`src/rtl/prf_pkg.sv`:
```
// Shared constants, types and the write-port priority pick for the physical
// register file / ready scoreboard.
package prf_pkg;

  localparam int NUM_REGS_DEF  = 32;
  localparam int WIDTH_DEF     = 16;
  localparam int NUM_RD_DEF    = 8;
  localparam int NUM_WR_DEF    = 4;
  localparam int NUM_ALLOC_DEF = 2;
  localparam int AW_DEF        = $clog2(NUM_REGS_DEF);

  // Upper bound on write ports the priority pick can arbitrate.
  localparam int MAX_WR = 16;

  typedef logic [AW_DEF-1:0]    preg_t;
  typedef logic [WIDTH_DEF-1:0] word_t;

  typedef struct packed {
    logic       hit;
    logic [3:0] idx;
  } pick_t;

  // Highest-index set bit wins, matching the array's write priority.
  function automatic pick_t highest_match(input logic [MAX_WR-1:0] match);
    pick_t p;
    p = '0;
    for (int i = 0; i < MAX_WR; i++) begin
      if (match[i]) begin
        p.hit = 1'b1;
        p.idx = i[3:0];
      end
    end
    return p;
  endfunction

endpackage

```
`src/rtl/prf_fwd_mux.sv`:
```
// Per-read-port forward select: same-cycle write data and ready set/clear
// override the stored register, register 0 is forced to 0/ready.
module prf_fwd_mux #(
  parameter int WIDTH     = 16,
  parameter int AW        = 5,
  parameter int NUM_WR    = 4,
  parameter int NUM_ALLOC = 2
) (
  input  logic [AW-1:0]                   rd_addr,
  input  logic [WIDTH-1:0]                mem_data,
  input  logic                            mem_ready,
  input  logic [NUM_WR-1:0]               wr_en,
  input  logic [NUM_WR-1:0][AW-1:0]       wr_addr,
  input  logic [NUM_WR-1:0][WIDTH-1:0]    wr_data,
  input  logic [NUM_ALLOC-1:0]            alloc_en,
  input  logic [NUM_ALLOC-1:0][AW-1:0]    alloc_addr,
  output logic [WIDTH-1:0]                fwd_data,
  output logic                            fwd_ready
);
  import prf_pkg::*;

  logic [MAX_WR-1:0] match;
  logic              alloc_hit;
  pick_t             pick;

  // NOTE: every output of a combinational block gets a default first so no
  // path leaves it unassigned, which would infer a latch.
  always_comb begin
    match     = '0;
    alloc_hit = 1'b0;
    for (int w = 0; w < NUM_WR; w++) begin
      match[w] = wr_en[w] && (wr_addr[w] == rd_addr);
    end
    for (int a = 0; a < NUM_ALLOC; a++) begin
      if (alloc_en[a] && (alloc_addr[a] == rd_addr)) alloc_hit = 1'b1;
    end
    pick = highest_match(match);

    fwd_data = mem_data;
    for (int w = 0; w < NUM_WR; w++) begin
      if (pick.hit && (int'(pick.idx) == w)) fwd_data = wr_data[w];
    end
    // Alloc clear beats write set: the register now belongs to a new producer.
    fwd_ready = alloc_hit ? 1'b0 : (pick.hit ? 1'b1 : mem_ready);

    if (rd_addr == '0) begin
      fwd_data  = '0;
      fwd_ready = 1'b1;
    end
  end

endmodule

```
`src/rtl/prf_scoreboard.sv`:
```
// Multi-port physical register file with integrated ready scoreboard,
// registered read ports with internal forwarding, and sticky collision flag.
module prf_scoreboard #(
  parameter  int NUM_REGS  = 32,
  parameter  int WIDTH     = 16,
  parameter  int NUM_RD    = 8,
  parameter  int NUM_WR    = 4,
  parameter  int NUM_ALLOC = 2,
  localparam int AW        = $clog2(NUM_REGS)
) (
  input  logic                            clk,
  input  logic                            rst,
  input  logic [NUM_RD-1:0][AW-1:0]       rd_addr,
  output logic [NUM_RD-1:0][WIDTH-1:0]    rd_data,
  output logic [NUM_RD-1:0]               rd_ready,
  input  logic [NUM_WR-1:0]               wr_en,
  input  logic [NUM_WR-1:0][AW-1:0]       wr_addr,
  input  logic [NUM_WR-1:0][WIDTH-1:0]    wr_data,
  input  logic [NUM_ALLOC-1:0]            alloc_en,
  input  logic [NUM_ALLOC-1:0][AW-1:0]    alloc_addr,
  output logic                            wr_collision
);

  logic [WIDTH-1:0]              mem_q [NUM_REGS];
  logic [WIDTH-1:0]              mem_d [NUM_REGS];
  logic [NUM_REGS-1:0]           ready_q, ready_d;
  logic [NUM_RD-1:0][WIDTH-1:0]  rd_data_q, rd_data_d;
  logic [NUM_RD-1:0]             rd_ready_q, rd_ready_d;
  logic                          wr_collision_q, wr_collision_d;

  // Writes in ascending port order so the highest-index port lands last;
  // allocs follow so their clear overrides a same-cycle write's set.
  always_comb begin
    mem_d          = mem_q;
    ready_d        = ready_q;
    wr_collision_d = wr_collision_q;
    for (int w = 0; w < NUM_WR; w++) begin
      if (wr_en[w] && (wr_addr[w] != '0)) begin
        mem_d[wr_addr[w]]   = wr_data[w];
        ready_d[wr_addr[w]] = 1'b1;
      end
    end
    for (int a = 0; a < NUM_ALLOC; a++) begin
      if (alloc_en[a] && (alloc_addr[a] != '0)) ready_d[alloc_addr[a]] = 1'b0;
    end
    for (int p = 0; p < NUM_WR; p++) begin
      for (int q = p + 1; q < NUM_WR; q++) begin
        if (wr_en[p] && wr_en[q] && (wr_addr[p] == wr_addr[q]) && (wr_addr[p] != '0))
          wr_collision_d = 1'b1;
      end
    end
  end

  for (genvar i = 0; i < NUM_RD; i++) begin : g_rd
    prf_fwd_mux #(
      .WIDTH     (WIDTH),
      .AW        (AW),
      .NUM_WR    (NUM_WR),
      .NUM_ALLOC (NUM_ALLOC)
    ) u_fwd (
      .rd_addr    (rd_addr[i]),
      .mem_data   (mem_q[rd_addr[i]]),
      .mem_ready  (ready_q[rd_addr[i]]),
      .wr_en      (wr_en),
      .wr_addr    (wr_addr),
      .wr_data    (wr_data),
      .alloc_en   (alloc_en),
      .alloc_addr (alloc_addr),
      .fwd_data   (rd_data_d[i]),
      .fwd_ready  (rd_ready_d[i])
    );
  end

  // NOTE: the register array is a flop array that must come up as zero, so
  // it is reset like any other state rather than left to a memory macro.
  // NOTE: sequential state uses non-blocking assignments only, so every flop
  // samples pre-edge values regardless of statement order.
  always_ff @(posedge clk or posedge rst) begin
    if (rst) begin
      mem_q          <= '{default: '0};
      ready_q        <= '1;
      rd_data_q      <= '0;
      rd_ready_q     <= '1;
      wr_collision_q <= 1'b0;
    end else begin
      mem_q          <= mem_d;
      ready_q        <= ready_d;
      rd_data_q      <= rd_data_d;
      rd_ready_q     <= rd_ready_d;
      wr_collision_q <= wr_collision_d;
    end
  end

  assign rd_data      = rd_data_q;
  assign rd_ready     = rd_ready_q;
  assign wr_collision = wr_collision_q;

endmodule

```
`config.mk`:
```
export PLATFORM = sky130hd
export DESIGN_NAME = prf_scoreboard
export DESIGN_NICKNAME = d
export VERILOG_FILES = /design/src/rtl/prf_pkg.sv /design/src/rtl/prf_fwd_mux.sv /design/src/rtl/prf_scoreboard.sv
export SDC_FILE = /design/constraint.sdc
export NUM_CORES = 2
export LEC_CHECK = 0
export ABC_AREA = 0
export ABC_CLOCK_PERIOD_IN_PS = 23900
export BUFFER_PORTS_ARGS = -buffer_cell sky130_fd_sc_hd__buf_2
export CORE_MARGIN = 2
export CORE_UTILIZATION = 30
export DETAILED_ROUTE_END_ITERATION = 8
export GPL_TIMING_DRIVEN = 0
export PLACE_DENSITY_LB_ADDON = 0.08
export REMOVE_ABC_BUFFERS = 1
export SYNTH_ARGS = -nofsm -noshare
export SYNTH_HDL_FRONTEND = slang
export SYNTH_SLANG_ARGS = --single-unit
```
`constraint.sdc`:
```
create_clock -name clk -period 23.9 [get_ports clk]
set_input_delay 3.585 -clock clk [delete_from_list [all_inputs] [get_ports clk]]
set_output_delay 3.585 -clock clk [all_outputs]
set_load 0.1 [all_outputs]
```
==> metrics.cfg <==
[logic_synthesis]
syn_inst=8323
synth_top_area_cell=mux4_2
synth_seq_area_share_pct=20.7
synth.top_cells.by_count=mux4_2, mux2i_1, clkbuf_1
synth_enable_flop_cells=0
ys_types=84
synthMostInstantiatedCell=mux4_2
post_synthesis_instance_area_um2=82500
yosys_register_bits=681
synth_top_cell_area_share_pct=31.3
synthTopCellsByArea=mux4_2, dfrtp_1, mux2i_1
synth.avg_cell_area_um2=9.91
yosys_most_used_dff=dfrtp_1
postSynth.asyncResetShare_pct=100
ys_warnings=0

[timing]
fmax_mhz=117
post-route-period-util_pct=35.7
finalHoldViolations=0
finalMaxSlewViolations=445
worst_slew_margin_rel_pct=-14.2
max_slew.worst_pin.slew_ns=1.70
time_the_worst_path_needs_with_i_o_delays_and_setup_ns=8.54
rsz0062_at_grt=false
fin_skew_ns=0.0656
timing.final.setup_violations=0
setup_ws_ns=15.36

[critical_path]
crit_path_max_fanout=32
r2r_setup_slk_ns=19.96
required_ns=24.39
r2r.worst_path.cells=6
timing_worst_setup_path_type=in -> reg
reg2reg_from=mem_q[68]
setup.worst_path.start_class=primary input
critical_path.reg2reg.endpoint=rd_data[52]
timing.critical_path.to_type=register
cp.arrival_ns=9.04

[finish]
seqCellArea_um2=17100
synthToLayoutAreaGrowth_pct=11.5
final_core_util_pct=33.6
multiInputGateArea_um2=60600
fillers=27374
design.final.nets=7837
layout-drive-gt1-share_pct=26.7

[clocking]
clock-root-buffer=clkbuf_16
max-clock-path-buffers=3
cts_repair_resize_count=0
post_cts_buffers=0
hold_buffers=0
tritoncts=yes
numClockSinks=681
clk_latency_ns=0.84
clkSlewWorstSetupHoldPaths_ns=0.06
numCtsBuffers=101
clock_tree.htree_level_count=3

[drt]
avgViaCountPerCell=7.42
routed_wl_mm=577
detail_route.iter0.violations=14049
drc=0
detailroute.via_count=84808
drt-pass1-iter-count=8
ant_nets=0
post_drt_wl_per_cell_um=50.5

[floorplan]
y_dimension_of_the_die_um=528
row_count=192
die_width_um=528
ioPinCount=279
initial_utilization_pct=30.2
core_area_um2=274000
fp.dieArea_um2=279000

[power]
pwr_density_cell_nw_per_um2=86.0
seqPwrFrac_pct=27.9
irDropWorstVdd_mv=0.0767
fin_total_pwr_w=0.00792
clock_power_share_pct=22.0
internal-power_w=0.00414
cellLeakagePower_nw=31.5
power.switching_fraction_pct=47.7
comb_pwr_share_pct=50.2
power.switching_w=0.00378

[grt]
grt_pass1_wl_mm=758
largest_net_degree_at_the_start_of_global_routing=101
global_route.usage.total_pct=40.2
initial_antenna_violation_count=66
grt.overflow.total=0
first_global_vias=77580

[place]
gpl.final_weighted_congestion=1.01
place_worst_setup_slack_ns=14.93
io_buffers=278
dpl.hpwl_mm=384

[min_path]
whs_path_depth=0
timing.hold.worst.class=reg -> reg
min-delay-start=ready_q[0]
worstHoldEndpoint=ready_q[0]

[run_status]
violations=capacitance limit, slew limit
outcome=finished with violations

[flow_run]
drv_cap=33

-- logic make-up after synthesis --
group | count (synthesis) | synth area share, %
AO/OA/AOI/OAI | 2347 | 18.1
XOR/XNOR | 264 | 2.80
flip-flops | 681 | 20.7
buffers and inverters | 1233 | 6.68
multiplexers | 1981 | 41.5
AND/OR/NAND/NOR | 1817 | 10.2
-- cell type report --
cell class	instances	area share [%]
antenna	58	0.158
clock buffer	145	3.26
clock inverter	41	0.696
inverter	32	0.159
multi-input combinational	6409	65.8
sequential	681	18.6
tap	3589	4.88
timing repair buffer	470	6.45
-- placed cells by master, fill, tap and decap left out, drive strengths merged, types with 40 or more instances in the layout --
cell type     n
or2          54
a211oi      704
nor2b        57
nand2       530
mux2         48
xor2        172
nor2        698
o221ai      114
dfstp        40
mux4       1148
nor3         79
dfrtp       641
o21ai       525
and2         41
nor4         94
clkbuf      146
diode        58
o22ai       195
a2111oi      76
a21oi       599
xnor2        92
nand3        93
or3          41
mux2i       785
buf         469
-- metrics by stage --
step	hold WS (ns)	instances	cell area (µm²)	setup TNS, ns
3_3_place_gp	0.409	10989	83000	-7659.88
3_5_place_dp	0.414	11171	88100	0
5_1_grt	0.433	11399	91900	0
2_1_floorplan	0.386	7122	77100	0
4_1_cts	0.424	11357	91700	0
6_report	0.428	11425	92000	0
-- worst max-delay path by stage --
stage,end,start,slack [ns],depth (start not counted)
global route,rd_data[125],rd_addr[36],15.54,9
finish,rd_data[35],rd_addr[14],15.36,9
detailed placement,rd_data[35],rd_addr[10],14.93,9
CTS,rd_data[35],rd_addr[10],15.77,9
floorplan,mem_q[0],rst,1.29,1
global placement,mem_q[1],rst,-12.03,2
-- registers in the layout, indices dropped and copies added, names as in the netlist --
register	flops
rd_data	128
rd_ready	8
wr_collision	1
mem_q	512
ready_q	32
-- power by group through the flow --
stage | logic, W | clock network (W) | registers, W
6_report | 0.00397 | 0.00174 | 0.00221
3_5_place_dp | 0.00382 | 0 | 0.00218
4_1_cts | 0.00384 | 0.00175 | 0.00217
5_1_grt | 0.00404 | 0.00179 | 0.00226
2_1_floorplan | 0.00198 | 0 | 0.00245
3_3_place_gp | 0.00383 | 0 | 0.00216
-- worst max-delay path, cell delays in order --
cell       delay [ns]
buf_2            1.09
xnor2_1          0.21
nand4_1          0.73
nor2_2           0.88
buf_8            0.28
o211ai_1         0.28
buf_4            0.34
a2111oi_0        1.01
a211oi_1         0.50
-- routing by layer --
layer	GRT usage (%)	part of all wire, %	up-vias
met4	31.4	9.6	24
li1	-	-	31569
met3	15.4	13	1790
met2	55.0	40	7549
met1	50.4	37	43876
met5	0	0.029	-
Power figures use the tool's default switching activity.
